File: src/rtl/peri_uart_fifo.sv
// -----------------------------------------------------------------------------
// peri_uart_fifo
//
// Bus-side UART register block. It buffers bytes in both directions between the
// 64-bit peripheral bus and the byte-level uart core. The uart core runs on the
// same clock as this block.
//
// Register map (byte addresses, full 32-bit match):
//   BASE_ADDR+0   DR  read pops the RX head; write (lane 0) pushes to TX
//   BASE_ADDR+8   SR  read-only status:
//                     {tx_count, rx_count, rx_overrun, tx_full, tx_empty,
//                      rx_full, rx_nempty}
//   BASE_ADDR+16  CR  bit0 rxie, bit1 txie (optional), bit2 ovclr (write-1)
//
// Optional feature (build macro SOC2_PERI_UART_TXINT_EN):
//   When the macro is defined, CR bit1 (txie) is stored and the term
//   txie & tx_empty raises uart_intr. When the macro is undefined, CR bit1
//   reads 0 and has no effect.
//
// Ports:
//   clk, rst        clock and synchronous active-high reset
//   rdaddress/rden  read request; rdata is valid one cycle later
//   wraddress/wdata/wrbyteena/wren
//                   write request
//   tx_data/tx_data_valid/tx_data_ack
//                   TX FIFO head offered to the uart core
//   rx_data/rx_data_fresh
//                   received byte from the uart core
//   uart_intr       registered level interrupt
// -----------------------------------------------------------------------------
module peri_uart_fifo #(
    parameter logic [31:0] BASE_ADDR = 32'h0002_0000,
    parameter int          RX_DEPTH  = 16,
    parameter int          TX_DEPTH  = 16
) (
    input  logic        clk,
    input  logic        rst,
    input  logic [31:0] rdaddress,
    input  logic        rden,
    output logic [63:0] rdata,
    input  logic [31:0] wraddress,
    input  logic [63:0] wdata,
    input  logic [7:0]  wrbyteena,
    input  logic        wren,
    output logic [7:0]  tx_data,
    output logic        tx_data_valid,
    input  logic        tx_data_ack,
    input  logic [7:0]  rx_data,
    input  logic        rx_data_fresh,
    output logic        uart_intr
);

    localparam int RX_AW = $clog2(RX_DEPTH);
    localparam int TX_AW = $clog2(TX_DEPTH);
    localparam int RX_CW = RX_AW + 1;
    localparam int TX_CW = TX_AW + 1;

    localparam logic [31:0] DR_ADDR = BASE_ADDR;
    localparam logic [31:0] SR_ADDR = BASE_ADDR + 32'd8;
    localparam logic [31:0] CR_ADDR = BASE_ADDR + 32'd16;

    // ------------------------------------------------------------------
    // Storage and registered state
    // ------------------------------------------------------------------
    logic [7:0]       rx_mem_q [RX_DEPTH];
    logic [7:0]       tx_mem_q [TX_DEPTH];

    logic [RX_AW-1:0] rx_wptr_q, rx_wptr_d;
    logic [RX_AW-1:0] rx_rptr_q, rx_rptr_d;
    logic [RX_CW-1:0] rx_cnt_q,  rx_cnt_d;
    logic [TX_AW-1:0] tx_wptr_q, tx_wptr_d;
    logic [TX_AW-1:0] tx_rptr_q, tx_rptr_d;
    logic [TX_CW-1:0] tx_cnt_q,  tx_cnt_d;
    logic             ovr_q,     ovr_d;
    logic             rxie_q,    rxie_d;
    logic             intr_q,    intr_d;
    logic [63:0]      rdata_q,   rdata_d;
    logic             txie;
    logic             txie_d;

`ifdef SOC2_PERI_UART_TXINT_EN
    logic             txie_q;
    assign txie = txie_q;
`else
    assign txie = 1'b0;
`endif

    // Bus bits that carry no meaning for this block.
    logic unused_bus;
    assign unused_bus = ^{wdata[63:8], wrbyteena[7:1]};

    // ------------------------------------------------------------------
    // Address decode
    // ------------------------------------------------------------------
    logic rd_dr, rd_sr, rd_cr;
    logic wr_dr, wr_cr;

    assign rd_dr = rden && (rdaddress == DR_ADDR);
    assign rd_sr = rden && (rdaddress == SR_ADDR);
    assign rd_cr = rden && (rdaddress == CR_ADDR);
    assign wr_dr = wren && wrbyteena[0] && (wraddress == DR_ADDR);
    assign wr_cr = wren && wrbyteena[0] && (wraddress == CR_ADDR);

    // ------------------------------------------------------------------
    // FIFO flags (from registered state)
    // ------------------------------------------------------------------
    logic rx_empty, rx_full, tx_empty, tx_full;

    assign rx_empty = (rx_cnt_q == '0);
    assign rx_full  = (rx_cnt_q == RX_CW'(RX_DEPTH));
    assign tx_empty = (tx_cnt_q == '0);
    assign tx_full  = (tx_cnt_q == TX_CW'(TX_DEPTH));

    // ------------------------------------------------------------------
    // Push / pop qualification
    // ------------------------------------------------------------------
    logic rx_pop, rx_push, rx_ovf;
    logic tx_pop, tx_push;

    assign rx_pop  = rd_dr && !rx_empty;
    // A full RX FIFO still accepts a byte if a DR read frees a slot this cycle.
    assign rx_push = rx_data_fresh && (!rx_full || rx_pop);
    assign rx_ovf  = rx_data_fresh && rx_full && !rx_pop;

    // TX fullness is judged before the ack, so a push into a full FIFO is
    // dropped even when the core consumes the head in the same cycle.
    assign tx_push = wr_dr && !tx_full;
    assign tx_pop  = tx_data_ack && !tx_empty;

    // ------------------------------------------------------------------
    // Read mux
    // ------------------------------------------------------------------
    logic [63:0] sr_val;
    logic [63:0] cr_val;

    assign sr_val = {40'h0, 8'(tx_cnt_q), 8'(rx_cnt_q), 3'b000,
                     ovr_q, tx_full, tx_empty, rx_full, !rx_empty};
    assign cr_val = {61'h0, 1'b0, txie, rxie_q};

    // ------------------------------------------------------------------
    // Next-state logic
    // ------------------------------------------------------------------
    always_comb begin
        rx_wptr_d = rx_wptr_q;
        rx_rptr_d = rx_rptr_q;
        rx_cnt_d  = rx_cnt_q;
        tx_wptr_d = tx_wptr_q;
        tx_rptr_d = tx_rptr_q;
        tx_cnt_d  = tx_cnt_q;
        ovr_d     = ovr_q;
        rxie_d    = rxie_q;
        txie_d    = txie;
        rdata_d   = 64'h0;
        intr_d    = 1'b0;

        if (rx_push) rx_wptr_d = rx_wptr_q + RX_AW'(1);
        if (rx_pop)  rx_rptr_d = rx_rptr_q + RX_AW'(1);
        case ({rx_push, rx_pop})
            2'b10:   rx_cnt_d = rx_cnt_q + RX_CW'(1);
            2'b01:   rx_cnt_d = rx_cnt_q - RX_CW'(1);
            default: rx_cnt_d = rx_cnt_q;
        endcase

        if (tx_push) tx_wptr_d = tx_wptr_q + TX_AW'(1);
        if (tx_pop)  tx_rptr_d = tx_rptr_q + TX_AW'(1);
        case ({tx_push, tx_pop})
            2'b10:   tx_cnt_d = tx_cnt_q + TX_CW'(1);
            2'b01:   tx_cnt_d = tx_cnt_q - TX_CW'(1);
            default: tx_cnt_d = tx_cnt_q;
        endcase

        if (wr_cr) begin
            rxie_d = wdata[0];
`ifdef SOC2_PERI_UART_TXINT_EN
            txie_d = wdata[1];
`endif
            if (wdata[2]) ovr_d = 1'b0;
        end
        // A fresh overrun beats a same-cycle clear.
        if (rx_ovf) ovr_d = 1'b1;

        if (rd_dr && !rx_empty) rdata_d = {56'h0, rx_mem_q[rx_rptr_q]};
        else if (rd_sr)         rdata_d = sr_val;
        else if (rd_cr)         rdata_d = cr_val;

        // Interrupt follows the post-update state so it appears one cycle
        // after its cause.
        intr_d = rxie_d && ((rx_cnt_d != '0) || ovr_d);
`ifdef SOC2_PERI_UART_TXINT_EN
        intr_d = intr_d || (txie_d && (tx_cnt_d == '0));
`endif
    end

    // ------------------------------------------------------------------
    // State registers
    // ------------------------------------------------------------------
    always_ff @(posedge clk) begin
        if (rst) begin
            rx_wptr_q <= '0;
            rx_rptr_q <= '0;
            rx_cnt_q  <= '0;
            tx_wptr_q <= '0;
            tx_rptr_q <= '0;
            tx_cnt_q  <= '0;
            ovr_q     <= 1'b0;
            rxie_q    <= 1'b0;
            intr_q    <= 1'b0;
            rdata_q   <= 64'h0;
        end else begin
            rx_wptr_q <= rx_wptr_d;
            rx_rptr_q <= rx_rptr_d;
            rx_cnt_q  <= rx_cnt_d;
            tx_wptr_q <= tx_wptr_d;
            tx_rptr_q <= tx_rptr_d;
            tx_cnt_q  <= tx_cnt_d;
            ovr_q     <= ovr_d;
            rxie_q    <= rxie_d;
            intr_q    <= intr_d;
            rdata_q   <= rdata_d;
        end
    end

`ifdef SOC2_PERI_UART_TXINT_EN
    always_ff @(posedge clk) begin
        if (rst) txie_q <= 1'b0;
        else     txie_q <= txie_d;
    end
`else
    logic unused_txie;
    assign unused_txie = txie_d;
`endif

    // Data arrays carry no reset; the pointers define which entries are live.
    always_ff @(posedge clk) begin
        if (rx_push) rx_mem_q[rx_wptr_q] <= rx_data;
        if (tx_push) tx_mem_q[tx_wptr_q] <= wdata[7:0];
    end

    // ------------------------------------------------------------------
    // Outputs
    // ------------------------------------------------------------------
    assign rdata         = rdata_q;
    assign tx_data       = tx_mem_q[tx_rptr_q];
    assign tx_data_valid = !tx_empty;
    assign uart_intr     = intr_q;

endmodule

File: config.mk
export PLATFORM = sky130hd
export DESIGN_NAME = peri_uart_fifo
export DESIGN_NICKNAME = d
export VERILOG_FILES = /design/src/rtl/peri_uart_fifo.sv
export SDC_FILE = /design/constraint.sdc
export NUM_CORES = 1
export LEC_CHECK = 0
export BUFFER_PORTS_ARGS = -buffer_cell sky130_fd_sc_hd__buf_4
export CORE_ASPECT_RATIO = 0.5
export CORE_MARGIN = 2
export CORE_UTILIZATION = 25
export DETAILED_ROUTE_END_ITERATION = 10
export GPL_TIMING_DRIVEN = 0
export PLACE_DENSITY = 0.48
export RECOVER_POWER = 100
export SETUP_SLACK_MARGIN = 0.02
export SYNTH_ARGS = -nofsm -noshare
export SYNTH_HDL_FRONTEND = slang
export SYNTH_SLANG_ARGS = --single-unit
export TNS_END_PERCENT = 10
File: constraint.sdc
create_clock -name clk -period 5.3 [get_ports clk]
set_input_delay 0.265 -clock clk [delete_from_list [all_inputs] [get_ports clk]]
set_output_delay 0.265 -clock clk [all_outputs]
set_load 0.005 [all_outputs]
Word-level counts from Yosys, hierarchy flattened
Memory sizes are Yosys's and may differ from the RTL's. A register that Yosys moved wholly into a read port is not among the register bits.
Index checks and enable logic that the tools add are counted.
{"block": "classes", "n_addsub": 8, "n_eq_ne": 11, "mux": 17, "reduce_logical": 26}
{"op": "equality test 32 x 18 -> 1 bit, second input constant", "count": 5}
{"op": "two-way mux 21 bit", "count": 1}
{"op": "case mux 5 bit (2 select lines)", "count": 2}
{"op": "adder 4 x 1 -> 4 bit, second input constant", "count": 4}
{"op": "two-way mux 4 bit", "count": 4}
{"op": "logical AND 1 bit", "count": 13}
{"op": "adder 5 x 1 -> 5 bit, second input constant", "count": 2}
{"op": "equality test 5 bit, second input constant", "count": 2}
{"op": "zero test 5 bit", "count": 2}
{"op": "subtractor 5 x 1 -> 5 bit, second input constant", "count": 2}
{"op": "two-way mux 1 bit", "count": 9}
{"op": "two-way mux 8 bit", "count": 1}
{"op": "zero test 1 bit", "count": 5}
{"op": "nonzero test 5 bit", "count": 1}
{"op": "equality test 2 x 1 -> 1 bit, second input constant", "count": 2}
{"op": "equality test 2 bit, second input constant", "count": 2}
{"op": "OR reduction 3 bit", "count": 1}
{"op": "logical OR 1 bit", "count": 2}
{"op": "nonzero test 2 bit", "count": 1}
{"op": "OR reduction 2 bit", "count": 1}
{"block": "totals", "reg_bits": 93, "ram_bits": 256, "wordCells": 76, "n_memories": 2}
{"memory": "rx_mem_q", "depth": 16, "width": 8, "rd": 1, "rd_ports_with_merged_regs": 1, "wr": 1, "line_no": "65", "rtl": "logic [7:0] rx_mem_q [RX_DEPTH];"}
{"memory": "tx_mem_q", "depth": 16, "width": 8, "rd": 1, "rd_ports_with_merged_regs": 1, "wr": 1, "line_no": "66", "rtl": "logic [7:0] tx_mem_q [TX_DEPTH];"}

Logic depth before layout (Yosys ltp)
{"block": "logic_depth", "ltp_word": 10, "mapped_depth": 14, "mapped_depth_nobuf": 13}

Worst setup path after synthesis
No wires, ideal clock.
{"block": "synth_timing", "path_type": "input -> register", "start": "input port wraddress[18]", "end": "register tx_cnt_q[4]", "setup_ps": 127, "arrival_time_ps": 2585, "required_ps": 5173, "setup_slack_ps": 2587, "stages": 13, "path_buffers": 1, "path_cell_list": "nor4_1 -> nand4_1 -> nor4bb_1 -> clkbuf_1 -> inv_1 -> ha_1 -> ha_1 -> nor2b_1 -> o21ai_0 -> a21oi_1 -> nor3_1 -> xnor2_1 -> nor2_1"}
{"block": "synth_between", "elab_chain_len": 5}
{"item": "start, declared", "line_no": "41", "rtl": "input logic [31:0] wraddress,"}
{"item": "equality test 32 x 18 -> 1 bit *", "line_no": "101", "rtl": "assign wr_dr = wren && wrbyteena[0] && (wraddress == DR_ADDR);"}
{"item": "logical AND 1 bit *", "line_no": "101"}
{"item": "logical AND 1 bit *", "line_no": "127", "rtl": "assign tx_push = wr_dr && !tx_full;"}
{"item": "equality test 2 x 1 -> 1 bit or equality test 2 bit (tied branches)", "line_no": "166", "rtl": "case ({tx_push, tx_pop})"}
{"item": "case mux 5 bit (2 select lines) or nonzero test 2 bit (tied branches)"}
{"item": "end signal, assigned", "line_no": "215", "rtl": "tx_cnt_q <= tx_cnt_d;"}
{"item": "end, declared", "line_no": "73", "rtl": "logic [TX_CW-1:0] tx_cnt_q, tx_cnt_d;"}
Every way passes the cells marked *; elsewhere a longest branch is shown, timed or not.
A chain may end at the register's enable or synchronous reset.

Final worst setup path
{"block": "layout_timing", "start": "register rx_cnt_q[1]", "end": "memory rx_mem_q[1][5], enable pin"}
{"block": "layout_between", "elab_chain_len": 7}
{"item": "start, declared", "line_no": "70", "rtl": "logic [RX_CW-1:0] rx_cnt_q, rx_cnt_d;"}
{"item": "start signal, assigned", "line_no": "212", "rtl": "rx_cnt_q <= rx_cnt_d;"}
{"item": "zero test 5 bit", "line_no": "109", "rtl": "assign rx_empty = (rx_cnt_q == '0);"}
{"item": "zero test 1 bit", "line_no": "120", "rtl": "assign rx_pop = rd_dr && !rx_empty;"}
{"item": "logical AND 1 bit", "line_no": "120"}
{"item": "logical OR 1 bit *", "line_no": "122", "rtl": "assign rx_push = rx_data_fresh && (!rx_full || rx_pop);"}
{"item": "logical AND 1 bit *", "line_no": "122"}
{"item": "two-way mux 1 bit *", "line_no": "235", "rtl": "if (rx_push) rx_mem_q[rx_wptr_q] <= rx_data;"}
{"item": "two-way mux 1 bit (not written as such) *", "line_no": "235"}
{"item": "end, declared", "line_no": "65"}
Marked as above.

==> results by group <==
Worst hold path
  – Hold path startpoint: rdaddress[4]
  – Hold Path Sink: rdata[0]$_SDFF_PP0_
  – Min-delay worst type: input pin to flip-flop
  – Hold depth: 3

Critical path
  – WP buf/inv: 2
  – Worst Path Max Fanout: 10
  – Worst-path cell chain: clkbuf_1 -> nor4_1 -> a211o_1 -> nor3_1 -> o21a_1 -> nand2_1 -> nor3_1 -> clkbuf_1
  – Worst r2r src: rx_cnt_q[1]$_SDFF_PP0_
  – Critical path type: flip-flop to flip-flop
  – Largest stage delay, worst path: 1.10 ns
  – CP Launch Type: flip-flop
  – WP data required: 5.51 ns
  – CP max-delay cell: nor3_1
  – Crit end category: flip-flop
  – Worst path top cell family by delay: simple AND/OR/NAND/NOR gates
  – RR Endpoint: rx_mem_q[1][5]$_DFFE_PP_
  – R2r setup slk: 1.13 ns
  – R2R depth: 8
  – Critical path arrival: 4.38 ns

Synthesis
  – Post-synth EDFFs: 256
  – Top cell type's share of synthesized area: 60.7%
  – Syn avg cell area: 17.9 sq um
  – Synth Area in XOR/XNOR: 1.38%
  – Main synth FF type: edfxtp_1
  – Flops & latches, synth: 311
  – Asr flop ratio synth: 0%
  – Distinct cells, synth: 49
  – Synth Warn #: 0
  – Synthesized cell area: 12700 sq um
  – Synth Area in Simple Gates: 6.95%
  – Mux cell area share after synthesis: 14.8%
  – Synth top area cells: edfxtp_1 (61%), mux4_2 (14%), dfxtp_1 (8.7%)
  – Cells after synthesis: 708
  – Compound-cell area share of the yosys netlist: 1.50%
  – Sequential fraction of the synthesis area: 69.4%
  – Yosys top cell by area: edfxtp_1
  – Adder and majority gate portion of the synthesized area: 1.64%
  – Largest family of logic cells by synthesized area: multiplexers

Run
  – Max-cap viol count: 3

Clock tree
  – CTS tree: yes
  – Post-CTS Setup Bufs: 0
  – CTS sink cnt: 311
  – Clock latency on the worst-skew pair: 0.56 ns
  – CTS HTree Levels: 1
  – CTS resizes: 0
  – Clk slew on worst S/H paths: 0.07 ns
  – Root Buffer: clkbuf_16
  – # hold bufs at CTS: 7
  – CTS Buf Count: 29
  – Clock buffer depth: 3

STA
  – Final period utilization: 78.7%
  – Slew Viols, Final: 29
  – Skew final: 0.0124 ns
  – RSZ-0062 raised after global routing: no
  – Tmin final: 4.17 ns
  – Setup_tns: 0 ns
  – Setup-failing EPs final: 0
  – Hold WS: 0.0602 ns
  – Slew margin rel.: -16.3%
  – Final hold vios: 0
  – FMAX: 0.240 GHz
  – Least-Margin Pin Slew: 1.73 ns

Detailed routing
  – Drt total wl: 28800 um
  – Antenna-violating nets left: 0
  – Post-route DRC violation count: 0
  – DR vias/cell: 4.10
  – DR vias: 6654
  – Drt pass-1 iters: 5
  – Avg WL per Cell: 17.8 um
  – Initial DRC count: 329

Pwr
  – Total power draw: 5.00 mW
  – Leak: 5.12 nW
  – P per Cell Area: 323 nW/um^2
  – Peak VDD IR: 220 uV

Floorplan
  – Row count: 58
  – # IOs: 224
  – Die extent in y: 163 um
  – Core area: 50100 sq um
  – Die area: 52600 sq um
  – Chip width: 322 um
  – Starting Density: 25.3%

Placed design
  – Quantity of I/O buffers inserted on ports: 113
  – GP Congestion: 0.876
  – DP Wirelength: 20100 um

Run status
  – Status: finished, violations left
  – Failing checks: max-capacitance violations, max-slew violations

Global routing
  – Vias in the first global route: 7015
  – GRT overflow: 0
  – Initial antenna violation count: 0
  – GR Util All Layers: 11.1%
  – Largest net degree at the start of global routing: 18
  – First-pass GRT wire length: 44100 um

Final layout
  – Area delta synth->final: 22.4%
  – Nets: 1075
  – Share of post-route cells with drive strength above 1: 29.7%
  – # diodes: 0
-- Yosys cell counts (all sizes together), types with 3 or more instances --
master  instances
a211o           3
a21oi           8
and2            8
and3            3
buf            60
clkbuf         16
dfxtp          55
edfxtp        256
ha             15
inv            17
mux2i           7
mux4           80
nand2          16
nand2b          7
nand4           8
nor2           61
nor2b           6
nor3           14
nor4           17
nor4bb          3
o21ai           4
xnor2           6
xor2           14
-- where the power goes --
group          switching [mW]  leakage [nW]  total, mW  internal (mW)
registers             0.00665          2.75       2.66           2.66
clock network           0.900         0.486       2.16           1.26
logic                  0.0949          1.89      0.186         0.0912
total                    1.00          5.12       5.00           4.00
-- stage by stage --
stage	setup slack, ns	std cells	util (%)	cell area, sq um
2_1_floorplan	2.59	753	-	12800
3_3_place_gp	1.46	1556	29.0	14500
3_5_place_dp	1.76	1561	29.2	14600
4_1_cts	1.75	1622	31.3	15700
5_1_grt	0.766	1622	30.9	15500
6_report	1.13	1622	30.9	15500
-- worst register-to-register path, delay by kind of cell (launching register included) --
family	cells	cell delay (ns)
and+or+nand+nor	4	2.02
DFF	1	0.31
AOI/OAI and AO/OA	2	0.75
buffers and inverters	2	0.73
-- sequential cells by signal, summed over array words and instances, names as in the netlist, 5 cells and up, named ones only --
signal    cells
rx_mem_q    128
tx_mem_q    128
rdata        18
rx_cnt_q      5
tx_cnt_q      5
-- worst max path at each step --
| stage | slack [ns] | from | end | cells after the start |
|---|---|---|---|---|
| after floorplan | 2.59 | wraddress[18] | tx_cnt_q[4]$_SDFFE_PP0P_ | 13 |
| after global placement | 1.46 | rdaddress[19] | rx_mem_q[2][5]$_DFFE_PP_ | 7 |
| after detailed placement | 1.76 | tx_cnt_q[0]$_SDFFE_PP0P_ | tx_cnt_q[4]$_SDFFE_PP0P_ | 14 |
| after CTS | 1.75 | tx_cnt_q[0]$_SDFFE_PP0P_ | tx_cnt_q[4]$_SDFFE_PP0P_ | 14 |
| after global routing | 0.77 | rx_cnt_q[1]$_SDFF_PP0_ | rx_mem_q[1][5]$_DFFE_PP_ | 8 |
| final | 1.13 | rx_cnt_q[1]$_SDFF_PP0_ | rx_mem_q[1][5]$_DFFE_PP_ | 8 |
-- cells in the final DEF (no fill, tap or decap), drive strengths merged, types with 7 or more instances in the layout --
cell type and n:
nand2b 7, nand4 8, nor3 14, buf 129, mux4 80, conb 46, mux2i 7, nor2 61
nor4 17, inv 19, edfxtp 256, dlygate4sd3 7, nand2 16, clkbuf 102, clkinv 11, xor2 14
and2 8, a21oi 8, dfxtp 55, ha 15
-- metal layers --
metal  wire length (um)  part of all wire, %  up-vias  track usage (%)
li1                   -                    -     3074                -
met5                  0                    0        -                0
met1              12600                   44     3440             14.4
met3                853                  3.0       39             1.87
met4                567                  2.0        0             2.42
met2              14800                   51      101             19.7
-- final cells by class --
cell class,count,area (sq um)
Clock inverter,17,190
Buffer,76,477
Timing Repair Buffer,125,847
Multi-Input combinational cell,348,3470
Tap cell,690,863
Clock buffer,37,796
Inverter,18,67.6
Fill cell,4969,34600
Sequential cell,311,8790
-- cells by family (layout without fill, tap and decap cells) --
family                     Yosys count  in the layout
adders and majority gates           16             16
xor gates and xnor gates            20             20
muxes                               87             87
AOI/OAI and AO/OA                   28             28
DFF                                311            311
buffers and inverters               94            273
and+or+nand+nor                    151            151
other                                1             46
(Power assumes the default switching activity.)
